$ cat config.mk
export PLATFORM = sky130hd
export DESIGN_NAME = sub_32_pipe
export DESIGN_NICKNAME = d
export VERILOG_FILES = /design/src/rtl/sub_32_pkg.sv /design/src/rtl/sub_seg.sv /design/src/rtl/sub_32_pipe.sv
export SDC_FILE = /design/constraint.sdc
export NUM_CORES = 1
export LEC_CHECK = 0
export CORE_MARGIN = 2
export CORE_UTILIZATION = 50
export DETAILED_ROUTE_END_ITERATION = 8
export DONT_BUFFER_PORTS = 1
export PLACE_DENSITY = 0.62
export SETUP_SLACK_MARGIN = 0.2
export SLEW_MARGIN = 0
export SYNTH_ARGS = -nofsm -noshare
export SYNTH_HDL_FRONTEND = slang
export SYNTH_SLANG_ARGS = --single-unit
$ cat constraint.sdc
create_clock -name clk -period 2.9 [get_ports clk]
set_input_delay 0.29 -clock clk [delete_from_list [all_inputs] [get_ports clk]]
set_output_delay 0.29 -clock clk [all_outputs]
set_load 0.02 [all_outputs]
$ cat src/rtl/sub_32_pkg.sv
`default_nettype none
// ============================================================================
//  Module      : sub_32_pkg
//  Description : Shared defaults and elaboration helpers for the segmented
//                pipelined subtractor (sub_32_pipe / sub_seg).
//                - c_DEF_WIDTH / c_DEF_SEG_W : default operand / segment width
//                - nseg_of()                 : number of segments = pipe depth
//                - seg_cfg_ok()              : WIDTH must split evenly into
//                                              SEG_W-bit segments
//  Revision    : 1.0 - initial release
// ============================================================================
package sub_32_pkg;

    localparam int c_DEF_WIDTH = 32;
    localparam int c_DEF_SEG_W = 16;

    // Pipeline depth equals the number of segments.
    function automatic int nseg_of(input int width, input int seg_w);
        return width / seg_w;
    endfunction

    // True when the segment width tiles the operand width exactly.
    function automatic bit seg_cfg_ok(input int width, input int seg_w);
        return (seg_w > 0) && (width >= seg_w) && ((width % seg_w) == 0);
    endfunction

endpackage
`default_nettype wire

$ cat src/rtl/sub_seg.sv
`default_nettype none
// ============================================================================
//  Module      : sub_seg
//  Description : One registered segment of the subtractor. Computes
//                i_a + ~i_b + i_cin in SEG_W+1 bits and registers the low
//                SEG_W bits as the difference and the top bit as carry-out
//                (carry = NOT borrow).
//  Ports       : clk, rst     - clock, synchronous active-high reset
//                i_en         - load enable (pipeline advance)
//                i_a, i_b     - SEG_W-bit minuend / subtrahend segment
//                i_cin        - carry in (1 for the least significant segment)
//                o_diff       - registered SEG_W-bit difference
//                o_cout       - registered carry out
//  Revision    : 1.0 - initial release
// ============================================================================
module sub_seg #(
    parameter int SEG_W = 16
) (
    input  logic             clk,
    input  logic             rst,
    input  logic             i_en,
    input  logic [SEG_W-1:0] i_a,
    input  logic [SEG_W-1:0] i_b,
    input  logic             i_cin,
    output logic [SEG_W-1:0] o_diff,
    output logic             o_cout
);

    logic [SEG_W:0]   w_sum;
    logic [SEG_W-1:0] r_diff;
    logic             r_cout;

    assign w_sum = {1'b0, i_a} + {1'b0, ~i_b} + {{SEG_W{1'b0}}, i_cin};

    // Carry resets to 1, i.e. "no borrow": the cleared state reads as 0 - 0.
    always_ff @(posedge clk) begin
        if (rst) begin
            r_diff <= '0;
            r_cout <= 1'b1;
        end else if (i_en) begin
            r_diff <= w_sum[SEG_W-1:0];
            r_cout <= w_sum[SEG_W];
        end
    end

    assign o_diff = r_diff;
    assign o_cout = r_cout;

endmodule
`default_nettype wire

$ cat src/rtl/sub_32_pipe.sv
`default_nettype none
// ============================================================================
//  Module      : sub_32_pipe
//  Description : Pipelined subtractor Rslt = In_A - In_B (mod 2^WIDTH).
//                Each stage resolves one SEG_W-bit segment and forwards its
//                carry to the next; operands and finished low segments ride
//                along in skew registers. Whole-pipe stall via valid/ready.
//  Ports       : clk, rst            - clock, synchronous active-high reset
//                In_A, In_B          - minuend / subtrahend
//                in_valid, in_ready  - input handshake
//                Rslt                - difference
//                borrow              - unsigned underflow (In_A < In_B)
//                ovf                 - signed overflow
//                out_valid, out_ready- output handshake
//  Revision    : 1.0 - initial release
// ============================================================================
module sub_32_pipe
    import sub_32_pkg::*;
#(
    parameter int WIDTH = c_DEF_WIDTH,
    parameter int SEG_W = c_DEF_SEG_W
) (
    input  logic             clk,
    input  logic             rst,
    input  logic [WIDTH-1:0] In_A,
    input  logic [WIDTH-1:0] In_B,
    input  logic             in_valid,
    output logic             in_ready,
    output logic [WIDTH-1:0] Rslt,
    output logic             borrow,
    output logic             ovf,
    output logic             out_valid,
    input  logic             out_ready
);

    localparam int c_NSEG = nseg_of(WIDTH, SEG_W);

    if (!seg_cfg_ok(WIDTH, SEG_W)) begin : g_cfg_check
        $error("sub_32_pipe: WIDTH must be a non-zero multiple of SEG_W");
    end

    // Stage k registers: valid bit, full operands (skew), finished low result
    // segments 0..k-1. The segment adders hold the stage-k difference/carry.
    logic [c_NSEG-1:0] r_vld;
    logic [WIDTH-1:0]  r_a   [c_NSEG];
    logic [WIDTH-1:0]  r_b   [c_NSEG];
    logic [WIDTH-1:0]  r_res [c_NSEG];
    logic [SEG_W-1:0]  w_diff[c_NSEG];
    logic [c_NSEG-1:0] w_cout;
    logic              w_adv;
    logic [WIDTH-1:0]  w_rslt;

    // Whole-pipe advance: only a stalled, valid output blocks the pipe.
    assign w_adv    = !r_vld[c_NSEG-1] || out_ready;
    assign in_ready = w_adv;

    for (genvar k = 0; k < c_NSEG; k++) begin : g_seg
        logic [SEG_W-1:0] w_a_seg;
        logic [SEG_W-1:0] w_b_seg;
        logic             w_cin;

        if (k == 0) begin : g_first
            assign w_a_seg = In_A[SEG_W-1:0];
            assign w_b_seg = In_B[SEG_W-1:0];
            assign w_cin   = 1'b1;          // +1 of the two's-complement negate
        end else begin : g_rest
            assign w_a_seg = r_a[k-1][k*SEG_W +: SEG_W];
            assign w_b_seg = r_b[k-1][k*SEG_W +: SEG_W];
            assign w_cin   = w_cout[k-1];
        end

        sub_seg #(
            .SEG_W (SEG_W)
        ) u_seg (
            .clk    (clk),
            .rst    (rst),
            .i_en   (w_adv),
            .i_a    (w_a_seg),
            .i_b    (w_b_seg),
            .i_cin  (w_cin),
            .o_diff (w_diff[k]),
            .o_cout (w_cout[k])
        );
    end

    always_ff @(posedge clk) begin
        if (rst) begin
            r_vld <= '0;
            for (int k = 0; k < c_NSEG; k++) begin
                r_a[k]   <= '0;
                r_b[k]   <= '0;
                r_res[k] <= '0;
            end
        end else if (w_adv) begin
            r_vld[0] <= in_valid;
            r_a[0]   <= In_A;
            r_b[0]   <= In_B;
            r_res[0] <= '0;
            for (int k = 1; k < c_NSEG; k++) begin
                r_vld[k] <= r_vld[k-1];
                r_a[k]   <= r_a[k-1];
                r_b[k]   <= r_b[k-1];
                r_res[k] <= r_res[k-1];
                r_res[k][(k-1)*SEG_W +: SEG_W] <= w_diff[k-1];
            end
        end
    end

    // Final stage: low segments from skew, top segment from the last adder.
    always_comb begin
        w_rslt                       = r_res[c_NSEG-1];
        w_rslt[WIDTH-1 -: SEG_W]     = w_diff[c_NSEG-1];
    end

    assign Rslt      = w_rslt;
    assign borrow    = !w_cout[c_NSEG-1];
    // Operands of differing sign, and result sign differs from the minuend.
    assign ovf       = (r_a[c_NSEG-1][WIDTH-1] ^ r_b[c_NSEG-1][WIDTH-1]) &
                       (r_a[c_NSEG-1][WIDTH-1] ^ w_rslt[WIDTH-1]);
    assign out_valid = r_vld[c_NSEG-1];

endmodule
`default_nettype wire

==> flow_summary.json, run 1 <==
{
  "slew_viol_final": 0,
  "cts.htree.levels": 3,
  "grt_setup_unrepaired": "no",
  "worstMarginPinSlew_ns": 1.009,
  "die_h_um": 100.8,
  "syn_nets": 579,
  "p_sw_frac": 0.3065,
  "fin_cells": 594,
  "syn_area_per_cell_um2": 9.829,
  "track_usage": 0.1917,
  "cts_root_buf": "clkbuf_8",
  "synth-edff-count": 50,
  "cp-start-kind": "flop",
  "first_pass_iters": 4,
  "yosys_warnings": 0,
  "grt_overflow_total": 0,
  "fin_skew_ns": 0.01341,
  "period_needed_ns": 2.441,
  "rows": 35,
  "ir_worst_vdd_mv": 0.2821,
  "clock.fmax_ghz": 0.4096,
  "leakage_nw": 2.130,
  "ant_nets": 0,
  "p_int_mw": 2.081,
  "power.switching_uw": 919.5,
  "grt_pass1_wl_mm": 15.02,
  "wirelength_mm": 9.036,
  "die-width_um": 100.8,
  "comb_power_share": 0.196,
  "syn_to_final_growth_pct": 7.046,
  "maxCapViolations": 0,
  "worstPathMaxFanout": 3,
  "syn_inst": 477,
  "clk_latency_ns": 0.36,
  "finalNetCount": 580,
  "yosysSeqAreaShare": 0.4740,
  "power_density_mw_per_mm2": 597.9,
  "end_kind": "flop",
  "antenna_found_initial": 0,
  "synth_seq_cells": 86,
  "hold_class": "primary input to flop",
  "cts_buffer_depth": 2,
  "power_frac_clock": 0.280,
  "hold_viol": 0,
  "seqPwrFrac": 0.524,
  "drc": 0,
  "cts_made_buffers": 9,
  "drive_gt1_frac": 0.05797,
  "ioPinCount": 104,
  "finalSetupViolCount": 0,
  "ys_types": 49,
  "dp_hpwl_mm": 6.527,
  "fin_tns_setup_ns": 0,
  "vias": 3273,
  "via_per_inst": 5.510,
  "fin_util": 0.5483,
  "maxSlewHeadroom": 0.3261,
  "grt_pass1_vias": 3209,
  "dp_cells": 577,
  "path_class": "flop to flop",
  "dieArea_mm2": 0.01017,
  "drt-initial-drc-count": 95,
  "fin_crit_sh": 0.8418,
  "async_flop_share": 0,
  "clk_pin_slew_ns": 0.09,
  "netlist_area_mm2": 0.004688,
  "cts_tree": "done",
  "grt_max_degree": 51,
  "gp_congestion": 0.8845,
  "crit_arrival_ns": 2.73,
  "wl_per_cell_um": 15.21,
  "io_buffers": 0,
  "cts.sinks": 86,
  "diodes": 0,
  "synthFlopType": "edfxtp_1",
  "core-area_mm2": 0.009153,
  "required_ns": 3.18,
  "status": "finished clean",
  "post_cts_buffers": 0,
  "initial_core_util": 0.5122
}
==> critical path, stage by stage (launching register included) <==
cell	delay, ns
edfxtp_1	0.40
fa_1	0.44
fa_1	0.39
nand2b_1	0.19
a21oi_1	0.24
o31ai_1	0.16
a21boi_1	0.27
o2111ai_1	0.14
a22oi_1	0.15
==> Yosys cell counts (5+ instances only) <==
master	count	area, µm²
o21ai_0	20	100.1
edfxtp_1	50	1501
nand3_1	11	55.05
nor2_1	32	120.1
nand2_1	33	123.9
clkbuf_1	15	56.30
nand2b_1	5	31.28
o31ai_1	8	60.06
ha_1	31	387.9
xor2_1	5	43.79
and2_1	51	319.1
nor2b_1	5	31.28
dfxtp_1	36	720.7
a211oi_1	12	90.09
nor3_1	10	50.05
inv_1	41	153.9
o21a_1	16	120.1
nand3b_1	8	60.06
a21o_1	10	75.07
a21oi_1	26	130.1
xnor2_1	6	52.55
==> state kept, by name, summed over array words and instances (netlist names) <==
name / flops
r_vld: 2
r_res: 16
g_seg.u_seg.o_cout: 2
g_seg.u_seg.o_diff: 32
r_b: 17
r_a: 17
==> timing repair <==
action / in CTS / in global routing
hold endpoints to repair: 20 / 0
hold buffers: 1 / 0
endpoints found under the setup margin: 0 / 2
resized for setup: 0 / 1
==> layout make-up <==
type	instances	area [µm²]
clock inverters	4	28.78
multi-input cells	334	2261
well taps	111	138.9
clock buffers	12	166.4
inverters	41	153.9
flip-flops and latches	86	2222
repair buffers	6	47.55
fillers	814	4134
==> cells by family (layout without fill, tap and decap cells) <==
family          after synthesis  after routing  share of synthesized area
compound gates              114            114                     0.1639
xor+xnor                     11             11                    0.02055
fa+ha+maj                    34             34                    0.09554
buf+inv                      57             63                    0.04590
flops                        86             86                     0.4740
simple gates                175            175                     0.2002
==> per-stage QoR <==
| stage | setup WS [ns] | power, mW | hold slack, ns | cell area, µm² |
|---|---|---|---|---|
| floorplan | 0.5747 | 2.058 | 0.4167 | 4688 |
| global placement | 0.4666 | 2.174 | 0.3644 | 4813 |
| detailed placement | 0.3933 | 2.187 | 0.3686 | 4813 |
| CTS | 0.3618 | 3.026 | 0.04541 | 5019 |
| global route | 0.2735 | 3.165 | 0.05601 | 5019 |
| finish | 0.4589 | 3.000 | 0.06119 | 5019 |
==> cell usage in the layout (no fill, tap or decap), drive strengths merged, types with 2 or more instances in the layout <==
master  instances
or3b            2
fa              3
nand2b          5
ha             31
o21a           16
or2             2
xor2            5
nand2          33
a21boi          3
a21oi          26
clkbuf         12
clkinv          3
o211ai          2
nor2b           5
nor3           11
nand4           2
nor2           32
buf             5
a21o           10
o31a            3
nand3b          8
or3             2
o31ai           8
nand3          11
and2           51
o21bai          3
edfxtp         50
a211oi         12
a32o            2
inv            42
o21ai          21
and3            4
xnor2           6
dfxtp          36
or4             3
==> power by group through the flow <==
stage	clock network [mW]	registers, mW	logic, mW
final	0.841	1.57	0.587
after global routing	0.905	1.59	0.670
after global placement	0	1.60	0.572
after detailed placement	0	1.60	0.582
after floorplan	0	1.58	0.478
after CTS	0.859	1.58	0.591
==> path summary, 6_finish.rpt <==
check	start	end	slack (ns)	cells after the start
max	r_b[0][16]	g_seg[1].u_seg.o_cout	0.46	8
min	in_valid	r_vld[0]	0.06	2
max reg2reg	r_b[0][16]	g_seg[1].u_seg.o_cout	0.46	8
min reg2reg	g_seg[0].u_seg.o_diff[5]	g_seg[0].u_seg.o_diff[5]	0.45	2
==> routing by layer <==
layer  vias up  routed length [µm]  part of all wire  GRT usage
met5         -                   0                 0          0
met4         0                 203             0.022    0.08957
met3        17                 439             0.049    0.04092
met2        87                4540              0.50     0.3236
met1      1486                3853              0.43     0.2339
li1       1683                   -                 -          -
Power figures use the tool's default switching activity.
==> run 2, diff against run 1 <==
- PLACE_DENSITY: 0.62 -> 0.65
- clock period: 2.9 -> 2.1 ns (I/O delays scaled with it)
==> run 2 against run 1 <==
Net effect:
- power grew 42%
- the flow now finishes with violations (setup timing)
- count of clock-buffer cells in the layout grew 1
- critical endpoint is now g_seg[1].u_seg.o_diff[14]
- critical path type unchanged
- clock power is 25% higher
==> flow_summary.json, run 2 (synthesis gave the netlist of run 1 again) <==
{
  "fin_tns_setup_ns": -0.04576,
  "drc": 0,
  "hold_viol": 0,
  "antenna_found_initial": 0,
  "r2r_cells": 8,
  "fin_skew_ns": 0.01115,
  "die-width_um": 100.8,
  "core-area_mm2": 0.009153,
  "io_buffers": 0,
  "worstPathMaxFanout": 3,
  "cp-start-kind": "flop",
  "worstMarginPinSlew_ns": 0.6022,
  "wl_per_cell_um": 15.60,
  "cts.htree.levels": 3,
  "holdPathStages": 2,
  "status": "finished, violations left",
  "cts.sinks": 86,
  "comb_power_share": 0.242,
  "end_kind": "flop",
  "path_class": "flop to flop",
  "slew_viol_final": 0,
  "cts_root_buf": "clkbuf_8",
  "gp_congestion": 0.8964,
  "grt_pass1_vias": 3349,
  "failed_checks": "setup timing",
  "final_cell_mix": "and2_1 (51), edfxtp_1 (50), inv_1 (36)",
  "grt_pass1_wl_mm": 15.99,
  "power_frac_clock": 0.247,
  "diodes": 0,
  "r2r_start": "r_b[0][16]",
  "drive_gt1_frac": 0.1657,
  "finalSetupViolCount": 3,
  "clk_latency_ns": 0.36,
  "startpoint": "r_b[0][16]",
  "fin_util": 0.6004,
  "vias": 3470,
  "cts_made_buffers": 9,
  "leakage_nw": 2.314,
  "pre_cts_ws_ns": -0.06144,
  "power.switching_mw": 1.313,
  "power_density_mw_per_mm2": 776.0,
  "clk_pin_slew_ns": 0.09,
  "ioPinCount": 104,
  "track_usage": 0.2048,
  "via_per_inst": 5.508,
  "fin_crit_sh": 1.014,
  "hp-start": "rst",
  "cts_tree": "done",
  "die_h_um": 100.8,
  "initial_core_util": 0.5122,
  "seqPwrFrac": 0.510,
  "maxCapViolations": 0,
  "ir_worst_vdd_mv": 0.3845,
  "maxSlewHeadroom": 0.5972,
  "p_sw_frac": 0.3078,
  "power_mw": 4.264,
  "required_ns": 2.37,
  "first_pass_iters": 4,
  "cts_buffer_depth": 2,
  "layout_commonest_cell": "and2_1",
  "largest_register_ffs": 32,
  "ant_nets": 0,
  "hold_class": "primary input to flop",
  "dp_hpwl_mm": 7.036,
  "p_int_mw": 2.952,
  "grt_setup_unrepaired": "yes",
  "drt-initial-drc-count": 138,
  "wirelength_mm": 9.831,
  "clock.fmax_ghz": 0.4697,
  "final.setup.worst_slack_ns": -0.02913,
  "period_needed_ns": 2.129,
  "crit_arrival_ns": 2.40,
  "syn_to_final_growth_pct": 17.21,
  "dieArea_mm2": 0.01017,
  "finalNetCount": 616,
  "rows": 35,
  "grt_max_degree": 37,
  "grt_overflow_total": 0
}
[run 2: power groups by stage]
| stage | Sequential (mW) | Combinational [mW] | Clock [mW] |
|---|---|---|---|
| after floorplan | 2.18 | 0.706 | 0 |
| after global placement | 2.21 | 0.886 | 0 |
| after detailed placement | 2.22 | 0.899 | 0 |
| after CTS | 2.18 | 0.979 | 1.08 |
| after global routing | 2.20 | 1.16 | 1.15 |
| final | 2.18 | 1.03 | 1.05 |
[run 2: area by class of cell]
| type | instances | area (µm²) |
|---|---|---|
| flip-flops and latches | 86 | 2227 |
| clock buffers | 13 | 148.9 |
| repair buffers | 42 | 367.9 |
| multi-input cells | 334 | 2435 |
| well taps | 111 | 138.9 |
| clock inverters | 3 | 20.02 |
| fillers | 775 | 3657 |
| inverters | 41 | 157.7 |
[run 2: worst max-delay path, stage by stage, from the launching register on]
cell,delay (ns)
edfxtp_1,0.41
fa_2,0.37
fa_2,0.35
nand2b_4,0.16
a21oi_4,0.18
o31ai_2,0.11
a21oi_1,0.18
xnor2_1,0.09
a211oi_1,0.21
[run 2: what timing repair did]
action,in CTS,in global routing
hold endpoints to repair,20,12
pin swaps,5,9
setup buffers,6,5
hold buffers,9,1
resized for setup,7,18
gates cloned,0,0
endpoints found under the setup margin,12,19
[run 2: final timing paths]
path	endpoint	slack, ns
min reg2reg	g_seg[0].u_seg.o_diff[5]	0.45
max	g_seg[1].u_seg.o_diff[14]	-0.03
min	g_seg[1].u_seg.o_diff[13]	0.03
max reg2reg	g_seg[1].u_seg.o_diff[14]	-0.03
[run 2: metal layers]
metal  GRT usage  routed length, µm  vias to the layer above
met1      0.2420               4216                     1600
met4     0.08114                209                        0
li1            -                  -                     1761
met3     0.04993                444                       19
met2      0.3569               4960                       90
met5           0                  0                        -
[run 2: per-stage QoR]
| step | std cells | hold WS (ns) | instance area [µm²] |
|---|---|---|---|
| 2_1_floorplan | 477 | 0.3505 | 4811 |
| 3_3_place_gp | 594 | 0.2852 | 5056 |
| 3_5_place_dp | 594 | 0.2880 | 5056 |
| 4_1_cts | 625 | -0.1015 | 5383 |
| 5_1_grt | 630 | 0.02426 | 5495 |
| 6_report | 630 | 0.03297 | 5495 |
==> run 3, diff against run 2 <==
- CORE_MARGIN: 2 -> 4
- SYNTH_HIERARCHICAL: not set -> 1
==> run 3 against run 2 <==
Net effect:
- the run still ends with setup timing left
- via count is 10% higher
- core utilization fell by 3.4 points
- combinational power about the same
- register-to-register slack got worse by 0.17 ns
- fmax shrank 7.2%
- worst hold slack better by 0.0098 ns
- non-clock buffer count fell by 7
- die area up 22%
- synthesized area rose by 14%
- wire length rose by 19%
- critical path type unchanged
==> flow_summary.json, run 3 <==
{
  "dp_hpwl_mm": 8.431,
  "syn_area_per_cell_um2": 10.50,
  "met3_length_um": 623,
  "core-area_mm2": 0.01037,
  "grt_overflow_total": 0,
  "synth_seq_cells": 86,
  "grt_max_degree": 74,
  "track_usage": 0.1905,
  "gp_congestion": 0.8339,
  "slew_viol_final": 0,
  "vias": 3820,
  "ioPinCount": 104,
  "crit_arrival_ns": 2.54,
  "pre_cts_ws_ns": -0.2029,
  "wl_met1_mm": 5.157,
  "path_cells": "inv_2, fa_2, fa_2, and2b_4, o2111ai_4, a211oi_2, o31ai_1, a32o_1",
  "worstPathMaxFanout": 5,
  "die_h_um": 111.4,
  "cts.htree.levels": 3,
  "yosysSeqAreaShare": 0.4159,
  "synth-edff-count": 50,
  "status": "finished, violations left",
  "fin_skew_ns": 0.01319,
  "cp-start-kind": "flop",
  "synth_top_area_frac": 0.2810,
  "yosys_warnings": 6,
  "placedInstanceArea_mm2": 0.005568,
  "finalNetCount": 630,
  "drt-initial-drc-count": 176,
  "largest_register_ffs": 32,
  "top_layer": "met4",
  "first_pass_iters": 4,
  "netlist_area_mm2": 0.005343,
  "wl_per_cell_um": 17.41,
  "cp_slowest_stage_delay_ns": 0.41,
  "drive_gt1_frac": 0.2477,
  "grt_pass1_wl_mm": 19.41,
  "drc": 0,
  "syn_inst": 509,
  "hold_class": "primary input to flop",
  "synthTopCellsByCount": "edfxtp_1 (50), nor3b_2 (50), inv_1 (41)",
  "ir_worst_vdd_mv": 0.2898,
  "fin_util": 0.5664,
  "antenna_found_initial": 0,
  "maxCapViolations": 0,
  "holdWs_ns": 0.04281,
  "maxSlewHeadroom": 0.3838,
  "fin_area_mm2": 0.005873,
  "io_buffers": 0,
  "grt_setup_unrepaired": "yes",
  "finalSetupViolCount": 6,
  "dieArea_mm2": 0.01240,
  "via_per_inst": 5.701,
  "cts_made_buffers": 9,
  "failed_checks": "setup timing",
  "path_delay_family": "adder cells",
  "cts_root_buf": "clkbuf_8",
  "worstMarginPinSlew_ns": 0.9213,
  "worst_path_max_delay_cell": "fa_2",
  "clk_pin_slew_ns": 0.08,
  "ant_nets": 0,
  "final.setup.worst_slack_ns": -0.1946,
  "die-width_um": 111.4,
  "cts_tree": "done",
  "initial_core_util": 0.5152,
  "fin_crit_sh": 1.093,
  "async_flop_share": 0,
  "cts_buffer_depth": 2,
  "syn_to_final_growth_pct": 9.930,
  "path_buf_inv": 1,
  "cts.sinks": 86,
  "wirelength_mm": 11.67,
  "n_fill_cell": 892,
  "ys_types": 67,
  "hold_viol": 0,
  "clk_latency_ns": 0.36,
  "path_class": "flop to flop",
  "required_ns": 2.35,
  "end_kind": "flop",
  "period_needed_ns": 2.295,
  "rows": 37,
  "leakage_nw": 2.392,
  "power_density_mw_per_mm2": 761.4,
  "final_cell_mix": "nor3b_2 (50), edfxtp_1 (50), inv_1 (39)",
  "clock.fmax_ghz": 0.4358,
  "met2WireLength_mm": 5.729,
  "yosys.area.top_type": "edfxtp_1",
  "grt_pass1_vias": 3830,
  "synthFlopType": "edfxtp_1",
  "synth_area_leaders": "edfxtp_1 (28%), dfxtp_1 (13%), nor3b_2 (12%)",
  "cp_common_cell": "fa_2",
  "syn_nets": 611
}
## run 3: cell families after synthesis
group / count (synthesis) / share of synthesized area
XOR/XNOR: 7 / 0.01148
AND/OR/NAND/NOR: 185 / 0.2534
AO/OA/AOI/OAI: 123 / 0.1550
adder cells (fa/ha/maj): 34 / 0.08525
other: 1 / 0.0007019
multiplexers: 4 / 0.007494
buffers and inverters: 69 / 0.07073
flip-flops: 86 / 0.4159
## run 3: metal layers
metal | vias up | track usage
li1 | 1903 | -
met1 | 1804 | 0.2490
met2 | 103 | 0.3197
met5 | - | 0
met4 | 0 | 0.05028
met3 | 10 | 0.04457
## run 3: final timing paths
path	from	end	slack (ns)	depth (start not counted)
worst max-delay path	r_a[0][16]	g_seg[1].u_seg/o_diff[14]	-0.19	8
worst min register to register	g_seg[0].u_seg/o_diff[14]	g_seg[0].u_seg/o_diff[14]	0.45	2
worst min-delay path	rst	g_seg[0].u_seg/o_cout	0.04	1
worst max register to register	r_a[0][16]	g_seg[1].u_seg/o_diff[14]	-0.19	8
## run 3: metrics by stage
step                      power (mW)  std cells  setup TNS, ns
after floorplan                2.995        509       -0.09966
after global placement         3.211        649        -0.6114
after detailed placement       3.231        649        -0.8955
after CTS                      4.483        667        -0.9866
after global routing           4.731        669         -1.529
final                          4.472        670        -0.8569
## run 3: where the power goes
group          total (mW)  switching (mW)  internal (mW)
Combinational        1.06           0.556          0.505
Clock                1.22           0.609          0.616
Sequential           2.19           0.208           1.98
Total                4.47            1.37           3.10
## run 3: worst register-to-register path: cells and delay by family, from the launching register on
family,cells,cell delay (ns)
buf+inv,1,0.05
flops,1,0.35
compound gates,4,0.75
simple gates,1,0.27
fa+ha+maj,2,0.77
## run 3: final cells by class
class	count	area (µm²)	area share
diodes	1	2.502	0.0004261
multi-input cells	354	2841	0.4838
flip-flops and latches	86	2223	0.3786
repair buffers	35	267.8	0.04559
well taps	136	170.2	0.02897
clock inverters	5	56.30	0.009587
clock buffers	11	151.4	0.02578
inverters	42	160.2	0.02727
## run 3: what timing repair did
item / 4_1_cts / 5_1_grt
hold endpoints to repair: 21 / 0
cloned: 0 / 0
endpoints found under the setup margin: 11 / 14
hold buffers: 2 / 0
setup buffers: 0 / 2
resized for setup: 7 / 4
pin swaps: 2 / 4
